### src/rtl/mem_req_arbiter_pkg.sv
// Shared memory-network types: request/response message layouts and the origin field width.
package mem_req_arbiter_pkg;

    localparam int unsigned ORIGIN_W = 2;

    typedef enum logic [2:0] {
        MEM_REQ_READ    = 3'd0,
        MEM_REQ_WRITE   = 3'd1,
        MEM_REQ_AMO_ADD = 3'd2,
        MEM_REQ_INIT    = 3'd3
    } mem_net_req_type_e;

    typedef struct packed {
        mem_net_req_type_e    kind;
        logic [7:0]           opaque;
        logic [ORIGIN_W-1:0]  origin;
        logic [31:0]          addr;
        logic [1:0]           len;
        logic [31:0]          data;
    } mem_net_req_msg_t;

    typedef struct packed {
        mem_net_req_type_e    kind;
        logic [7:0]           opaque;
        logic [ORIGIN_W-1:0]  origin;
        logic [1:0]           test;
        logic [1:0]           len;
        logic [31:0]          data;
    } mem_net_resp_msg_t;

    localparam int unsigned REQ_MSG_W  = $bits(mem_net_req_msg_t);
    localparam int unsigned RESP_MSG_W = $bits(mem_net_resp_msg_t);

    function automatic mem_net_req_msg_t stamp_origin(mem_net_req_msg_t msg,
                                                      logic [ORIGIN_W-1:0] origin);
        mem_net_req_msg_t m;
        m        = msg;
        m.origin = origin;
        return m;
    endfunction

endpackage

### src/rtl/mem_net_buf.sv
// Parameterized-depth val/rdy FIFO for memory-network messages; enq_rdy is registered-only.
module mem_net_buf
    import mem_req_arbiter_pkg::*;
#(
    parameter int unsigned p_depth = 2,
    parameter int unsigned p_width = REQ_MSG_W
) (
    input  logic               clk,
    input  logic               rst,
    input  logic               enq_val,
    output logic               enq_rdy,
    input  logic [p_width-1:0] enq_msg,
    output logic               deq_val,
    input  logic               deq_rdy,
    output logic [p_width-1:0] deq_msg
);

    localparam int unsigned PW = (p_depth > 1) ? $clog2(p_depth) : 1;
    localparam int unsigned CW = $clog2(p_depth + 1);

    logic [p_width-1:0] entries [p_depth];
    logic [PW-1:0]      wr_ptr;
    logic [PW-1:0]      rd_ptr;
    logic [CW-1:0]      count;
    logic               push;
    logic               pop;

    assign enq_rdy = (count != CW'(p_depth));
    assign deq_val = (count != '0);
    assign deq_msg = entries[rd_ptr];
    assign push    = enq_val && enq_rdy;
    assign pop     = deq_val && deq_rdy;

    always_ff @(posedge clk or negedge rst) begin
        if (!rst) begin
            wr_ptr <= '0;
            rd_ptr <= '0;
            count  <= '0;
        end else begin
            if (push)
                wr_ptr <= (wr_ptr == PW'(p_depth - 1)) ? '0 : wr_ptr + PW'(1);
            if (pop)
                rd_ptr <= (rd_ptr == PW'(p_depth - 1)) ? '0 : rd_ptr + PW'(1);
            case ({push, pop})
                2'b10:   count <= count + CW'(1);
                2'b01:   count <= count - CW'(1);
                default: count <= count;
            endcase
        end
    end

    always_ff @(posedge clk) begin
        if (push)
            entries[wr_ptr] <= enq_msg;
    end

endmodule

### src/rtl/mem_req_arbiter.sv
// Round-robin merge of client memory requests onto one port, stamping origin with the winner index.
module mem_req_arbiter
    import mem_req_arbiter_pkg::*;
#(
    parameter int unsigned p_num_req = 3
) (
    input  logic                           clk,
    input  logic                           rst,
    input  logic [p_num_req-1:0]           req_val,
    output logic [p_num_req-1:0]           req_rdy,
    input  logic [p_num_req*REQ_MSG_W-1:0] req_msg,
    output logic                           mem_val,
    input  logic                           mem_rdy,
    output logic [REQ_MSG_W-1:0]           mem_msg
);

    localparam int unsigned p_buf_depth = 2;
    localparam int unsigned PTR_W = (p_num_req > 1) ? $clog2(p_num_req) : 1;

    logic [PTR_W-1:0]     ptr;
    logic [PTR_W-1:0]     win;
    logic [PTR_W-1:0]     idx;
    logic                 found;
    logic                 accept;
    logic                 buf_rdy;
    mem_net_req_msg_t     push_msg;

    // Rotate-and-priority-encode: first valid port scanning upward from ptr.
    always_comb begin
        found = 1'b0;
        win   = '0;
        idx   = '0;
        for (int unsigned k = 0; k < p_num_req; k++) begin
            idx = PTR_W'((32'(ptr) + k) % p_num_req);
            if (!found && req_val[idx]) begin
                found = 1'b1;
                win   = idx;
            end
        end
    end

    // Gating with rst keeps every rdy low while reset is held, with count already zero.
    assign accept   = found && buf_rdy && rst;
    assign push_msg = stamp_origin(mem_net_req_msg_t'(req_msg[32'(win)*REQ_MSG_W +: REQ_MSG_W]),
                                   ORIGIN_W'(win));

    always_comb begin
        req_rdy = '0;
        if (accept)
            req_rdy[win] = 1'b1;
    end

    always_ff @(posedge clk or negedge rst) begin
        if (!rst)
            ptr <= '0;
        else if (accept)
            ptr <= (win == PTR_W'(p_num_req - 1)) ? '0 : win + PTR_W'(1);
    end

    mem_net_buf #(
        .p_depth (p_buf_depth),
        .p_width (REQ_MSG_W)
    ) u_buf (
        .clk     (clk),
        .rst     (rst),
        .enq_val (accept),
        .enq_rdy (buf_rdy),
        .enq_msg (push_msg),
        .deq_val (mem_val),
        .deq_rdy (mem_rdy),
        .deq_msg (mem_msg)
    );

endmodule

### config.mk
export PLATFORM = sky130hd
export DESIGN_NAME = mem_req_arbiter
export DESIGN_NICKNAME = d
export VERILOG_FILES = /design/src/rtl/mem_req_arbiter_pkg.sv /design/src/rtl/mem_net_buf.sv /design/src/rtl/mem_req_arbiter.sv
export SDC_FILE = /design/constraint.sdc
export NUM_CORES = 1
export LEC_CHECK = 0
export CAP_MARGIN = 20
export CORE_MARGIN = 4
export CORE_UTILIZATION = 40
export CTS_BUF_LIST = sky130_fd_sc_hd__clkbuf_8
export CTS_CLUSTER_SIZE = 28
export DETAILED_ROUTE_END_ITERATION = 6
export GPL_TIMING_DRIVEN = 0
export MAX_ROUTING_LAYER = met4
export PLACE_DENSITY = 0.8
export SLEW_MARGIN = 15
export SYNTH_ARGS = -nofsm -noshare
export SYNTH_HDL_FRONTEND = slang
export SYNTH_SLANG_ARGS = --single-unit
### constraint.sdc
create_clock -name clk -period 10.1 [get_ports clk]
set_input_delay 3.03 -clock clk [delete_from_list [all_inputs] [get_ports clk]]
set_output_delay 3.03 -clock clk [all_outputs]
set_load 0.01 [all_outputs]
# Word level (Yosys, flattened, before mapping)
# Memories as Yosys holds them, arrays and structs flattened.
# Cells that the tools add are included.
# word_totals
regBits	6
ramBits	158
in_bits	243
out_inout_bits	83
word_cells	58
n_memories	1
# mem_list
name	depth	width	rd	rd_ports_with_merged_regs	wr	line_no	text
u_buf.entries	2	79	1	0	1	mem_net_buf.sv:21	logic [p_width-1:0] entries [p_depth];
# classes
addsub	7
mul	1
div_mod_pow	3
magnitude_cmp	5
n_eq_ne	4
n_shift	1
n_mux	21
reduce_logical	11
# ops
op	n
variable part select 237 x 10 -> 79 bit	1
remainder unit 32 x 2 -> 32 bit (second input constant)	2
remainder unit 2 x 2 -> 32 bit (second input constant)	1
less-than comparator 2 x 3 -> 1 bit (second input constant)	4
2-to-1 mux 1 bit	11
multiplier 2 x 7 -> 9 bit (second input constant)	1
2-to-1 mux 2 bit	4
logical AND 1 bit	7
binary-select mux 1 bit (select 2 bit)	3
adder 2 x 1 -> 2 bit (second input constant)	2
== test 2 bit (second input constant)	2
case mux 2 bit (2 select lines)	1
nonzero test 2 bit	2
adder 2 x 1 -> 3 bit (second input constant)	1
adder 2 x 2 -> 3 bit (second input constant)	1
2-to-1 mux 3 bit	1
adder 1 bit (second input constant)	2
demux 1 bit (select 2 bit)	1
== test 2 x 1 -> 1 bit (second input constant)	1
greater-or-equal comparator 2 x 1 -> 1 bit (second input constant)	1
logical NOT 1 bit	2
!= test 2 bit (second input constant)	1
subtractor 2 x 1 -> 2 bit (second input constant)	1

# Logic depth before layout (Yosys ltp)
# depth
word_depth	15
depth_mapped	11
mapped_depth_nobuf	9

# Hierarchy
# Synthesis repeated with hierarchy kept, for this count alone.
# hier_totals
cells_unflattened	845
hier_area_um2	10483.8
# modules_own_cells
module	n_inst	cells_each	area_per_inst_um2	seq_area_each_um2
mem_net_buf	1	263	6297.3	4844.6
mem_req_arbiter	1	582	4186.5	50.0

# Worst setup path before layout
# OpenSTA, ideal clock, no wires.
# synth_path
path_type	in2out
startpoint	input port req_val[1]
endpoint	output port req_rdy[0]
arrival_ns	4.829
t_required_ns	7.070
slack_ns	2.241
stages	8
path_buffers	3
path_cell_list	mux2_2 > mux2_2 > or4b_1 > buf_2 > and3_1 > buf_6 > buf_6 > nor2_1
# synth_lines
item	line_no	text
from (decl)	mem_req_arbiter.sv:9	input logic [p_num_req-1:0] req_val,
to (decl)	mem_req_arbiter.sv:10	output logic [p_num_req-1:0] req_rdy,

# Worst setup path after layout
# layout_path
startpoint	input port req_val[0]
endpoint	output port req_rdy[2]
# layout_between
elab_chain_len	14
elab_cells_between_ends	24
cone_classes	order compare: 2; mux: 15; reduce/logical: 7
# layout_lines
item	line_no	text
binary-select mux 1 bit (select 2 bit)	mem_req_arbiter.sv:35	if (!found && req_val[idx]) begin
2-to-1 mux 1 bit (implied by the code)	mem_req_arbiter.sv:35	
2-to-1 mux 1 bit	mem_req_arbiter.sv:35	
logical NOT 1 bit	mem_req_arbiter.sv:35	
logical AND 1 bit	mem_req_arbiter.sv:35	
2-to-1 mux 1 bit	mem_req_arbiter.sv:35	
logical NOT 1 bit	mem_req_arbiter.sv:35	
logical AND 1 bit	mem_req_arbiter.sv:35	
2-to-1 mux 2 bit	mem_req_arbiter.sv:35	
less-than comparator 2 x 3 -> 1 bit (implied by the code) / greater-or-equal comparator 2 x 1 -> 1 bit (equally long branches)	mem_req_arbiter.sv:50	req_rdy[win] = 1'b1;
logical AND 1 bit (implied by the code)	mem_req_arbiter.sv:50	
2-to-1 mux 1 bit (implied by the code)	mem_req_arbiter.sv:50	
demux 1 bit (select 2 bit)	mem_req_arbiter.sv:50	
2-to-1 mux 3 bit *	mem_req_arbiter.sv:49	if (accept)
# Mark *: on every way between the ends. The rest lies on a longest branch, timed or not. The select of a mux whose other input is x is not followed.

==> run_results.csv <==
group,metric,value,unit
run_status,status,"complete, no violations",
worst_hold_path,whs_endpoint,"u_buf.count[0]$_DFFE_PN0P_",
global_route,grt_usage,0.242,
synthesis,synthesis.instances,685,
timing,finalSetupViolCount,0,
global_route,grt_max_degree,27,
die,fp-row-count,53,
die,core,0.0213,mm2
finish,fillerInstances,1719,
synthesis,synth_cell_types,35,
setup_path,critPathSlowestCell,"clkdlybuf4s50_1",
timing,min_period_over_period,0.929,
global_route,grt_overflow,0,
timing,fmax,107,MHz
setup_path,worstPathArrival,6350,ps
setup_path,critPathTopFamily,"buffers and inverters",
setup_path,cp_common_cell,"clkdlybuf4s50_1",
worst_hold_path,hp-start,"u_buf.count[0]$_DFFE_PN0P_",
synthesis,yosys_warnings,0,
timing,rsz0062_at_grt,"no",
timing,max_slew.worst_pin.slew,1080,ps
pwr,leakagePower,4.49,nW
pwr,power,4.78,mW
cts,clk_pin_slew,100,ps
timing,setup_ws,717,ps
synthesis,synthTopCellsByArea,"edfxtp_1 54%, o211ai_2 11%, mux2_2 11%",
worst_hold_path,hold_depth,1,
cts,cts_tree,"yes",
synthesis,async_flop_share,0.0366,
route,ant_nets,0,
cts,root_buffer,"clkbuf_8",
die,die_area,0.0244,mm2
synthesis,ys_seq_area_frac,0.558,
setup_path,critPathLaunchType,"input port",
cts,cts_resized,0,
placed_design,port_buffers,319,
route,wl_per_cell,22.5,um
cts,cts_hold_buf,0,
finish,drive_gt1_frac,0.211,
setup_path,cp_num_buf_inv,5,
finish,final_common_cell,"clkdlybuf4s50_1",
synthesis,synth_area,0.00877,mm2
cts,clkSinkCount,164,
global_route,grt_pass1_wl,43400,um
setup_path,r2r_start,"ptr[1]$_DFFE_PN0P_",
worst_hold_path,min_path_type,"reg -> reg",
synthesis,yosys_most_used_dff,"edfxtp_1",
timing,drv_slew,0,
cts,numCtsBuffers,17,
synthesis,synth-seq-cells,164,
finish,diodes,0,
placed_design,pre_cts_slack,779,ps
timing,fin_worst_skew,11.5,ps
finish,final_cell_mix,"319 x clkdlybuf4s50_1, 158 x edfxtp_1, 84 x mux2_2",
setup_path,reg2reg_to,"u_buf.entries[0][16]$_DFFE_PP_",
synthesis,synth_top_cell_by_area,"edfxtp_1",
placed_design,place.gp.congestion,0.869,
die,die_h,156,um
setup_path,path_cells,"clkdlybuf4s50_1 > mux2_2 > a2bb2oi_1 > a311o_1 > clkbuf_1 > buf_2 > buf_1 > a21oi_1 > clkdlybuf4s50_1",
route,vias,7538,
setup_path,worstPathRequired,7070,ps
cts,clkLatencyLatePin,450,ps
cts,cts.path.max_buffers,2,
setup_path,rrSetupSlack,6540,ps
placed_design,dp_hpwl,21700,um
die,start_util,0.412,
flow_run,cap_violations,0,
synthesis,synth_area_per_cell,12.8,um2
timing,slew_headroom,0.280,
synthesis,synth_top_area_share,0.541,
route,avgViaCountPerCell,5.72,
finish,final_nets,1278,
timing,period_minus_slack,9380,ps
route,drt_iter0_markers,519,
setup_path,critPathMaxStageDelay,510,ps
synthesis,syn_nets,933,
setup_path,worstPathMaxFanout,10,
route,drc,0,
setup_path,r2r_cells,10,
synthesis,synth-edff-count,158,
die,die_x,156,um
cts,cts_setup_buffers,0,
global_route,grt_pass1_vias,7570,
die,pin_count,326,
finish,utilization,0.604,
setup_path,end_kind,"output pin",
cts,htreeDepth,4,
route,totalWireLength,29700,um
setup_path,path_class,"in -> out",
finish,syn2layout_area_growth,46.7,%
timing,finalHoldViolCount,0,
pwr,ir_drop,170,uV
route,firstDrtPassIters,5,
global_route,antenna_found_initial,0,
pwr,p_per_area,372,mW/mm2
## sequential cells by signal, summed over array words and instances, names as in the netlist
register       flops
u_buf.wr_ptr       1
u_buf.rd_ptr       1
u_buf.entries    158
ptr                2
u_buf.count        2
## area by class of cell
class / count / area (um2) / area share
Tap cell: 275 / 344 / 0.0268
Timing Repair Buffer: 326 / 3340 / 0.259
Inverter: 6 / 22.5 / 0.00175
Sequential cell: 164 / 4890 / 0.381
Clock buffer: 17 / 234 / 0.0182
Multi-Input combinational cell: 436 / 3500 / 0.272
Clock inverter: 15 / 155 / 0.0121
Buffer: 79 / 370 / 0.0288
## kinds of logic (layout without fill, tap and decap cells)
kind of cell / count (synthesis) / count (layout) / share of synthesized area
simple gates: 176 / 176 / 0.112
compound gates: 164 / 164 / 0.162
flops: 164 / 164 / 0.558
mux: 86 / 86 / 0.110
buf+inv: 85 / 443 / 0.0448
fa+ha+maj: 5 / 5 / 0.00714
xor+xnor: 5 / 5 / 0.00499
## stage by stage
step                      hold slack (ps)  instances  setup TNS, ps  instance area (um2)
after floorplan                       468        685              0                 8770
after global placement                484       1279         -37850                12300
after detailed placement              526       1286              0                12500
after CTS                             540       1318              0                12900
after global routing                  577       1318              0                12900
final                                 536       1318              0                12900
## power by group
group / internal, mW / switching [mW]
sequential: 1.29 / 0.0672
clock: 0.207 / 0.276
combinational: 1.25 / 1.69
## synthesized netlist by cell type (2+ instances only)
master and instances:
edfxtp_1 158, mux2_2 84, nand3_1 78, o21ai_0 78
nand4_1 77, o211ai_2 77, clkbuf_1 60, buf_6 9
dfrtp_1 6, inv_1 6, nand2_1 6, buf_1 5
buf_2 5, ha_1 5, nor2_1 4, xnor2_1 4
nor2b_1 3, a21oi_1 2, mux2i_1 2
## worst max path at each step
stage / from / endpoint / slack (ps) / depth (start not counted)
after floorplan: req_val[1] / req_rdy[0] / 2240 / 8
final: req_val[0] / req_rdy[2] / 720 / 9
after detailed placement: req_val[0] / req_rdy[2] / 780 / 9
after CTS: req_val[0] / req_rdy[2] / 750 / 9
after global routing: req_val[0] / req_rdy[2] / 490 / 9
after global placement: req_val[2] / u_buf.entries[1][71]$_DFFE_PP_ / -280 / 6
## per-layer routing
layer	up-vias	wire length [um]	global-route usage
li1	3429	-	-
met1	3724	12100	0.312
met2	357	14800	0.398
met3	28	2270	0.0433
met4	0	510	0.0584
met5	-	0	-
Power figures use the tool's default switching activity.
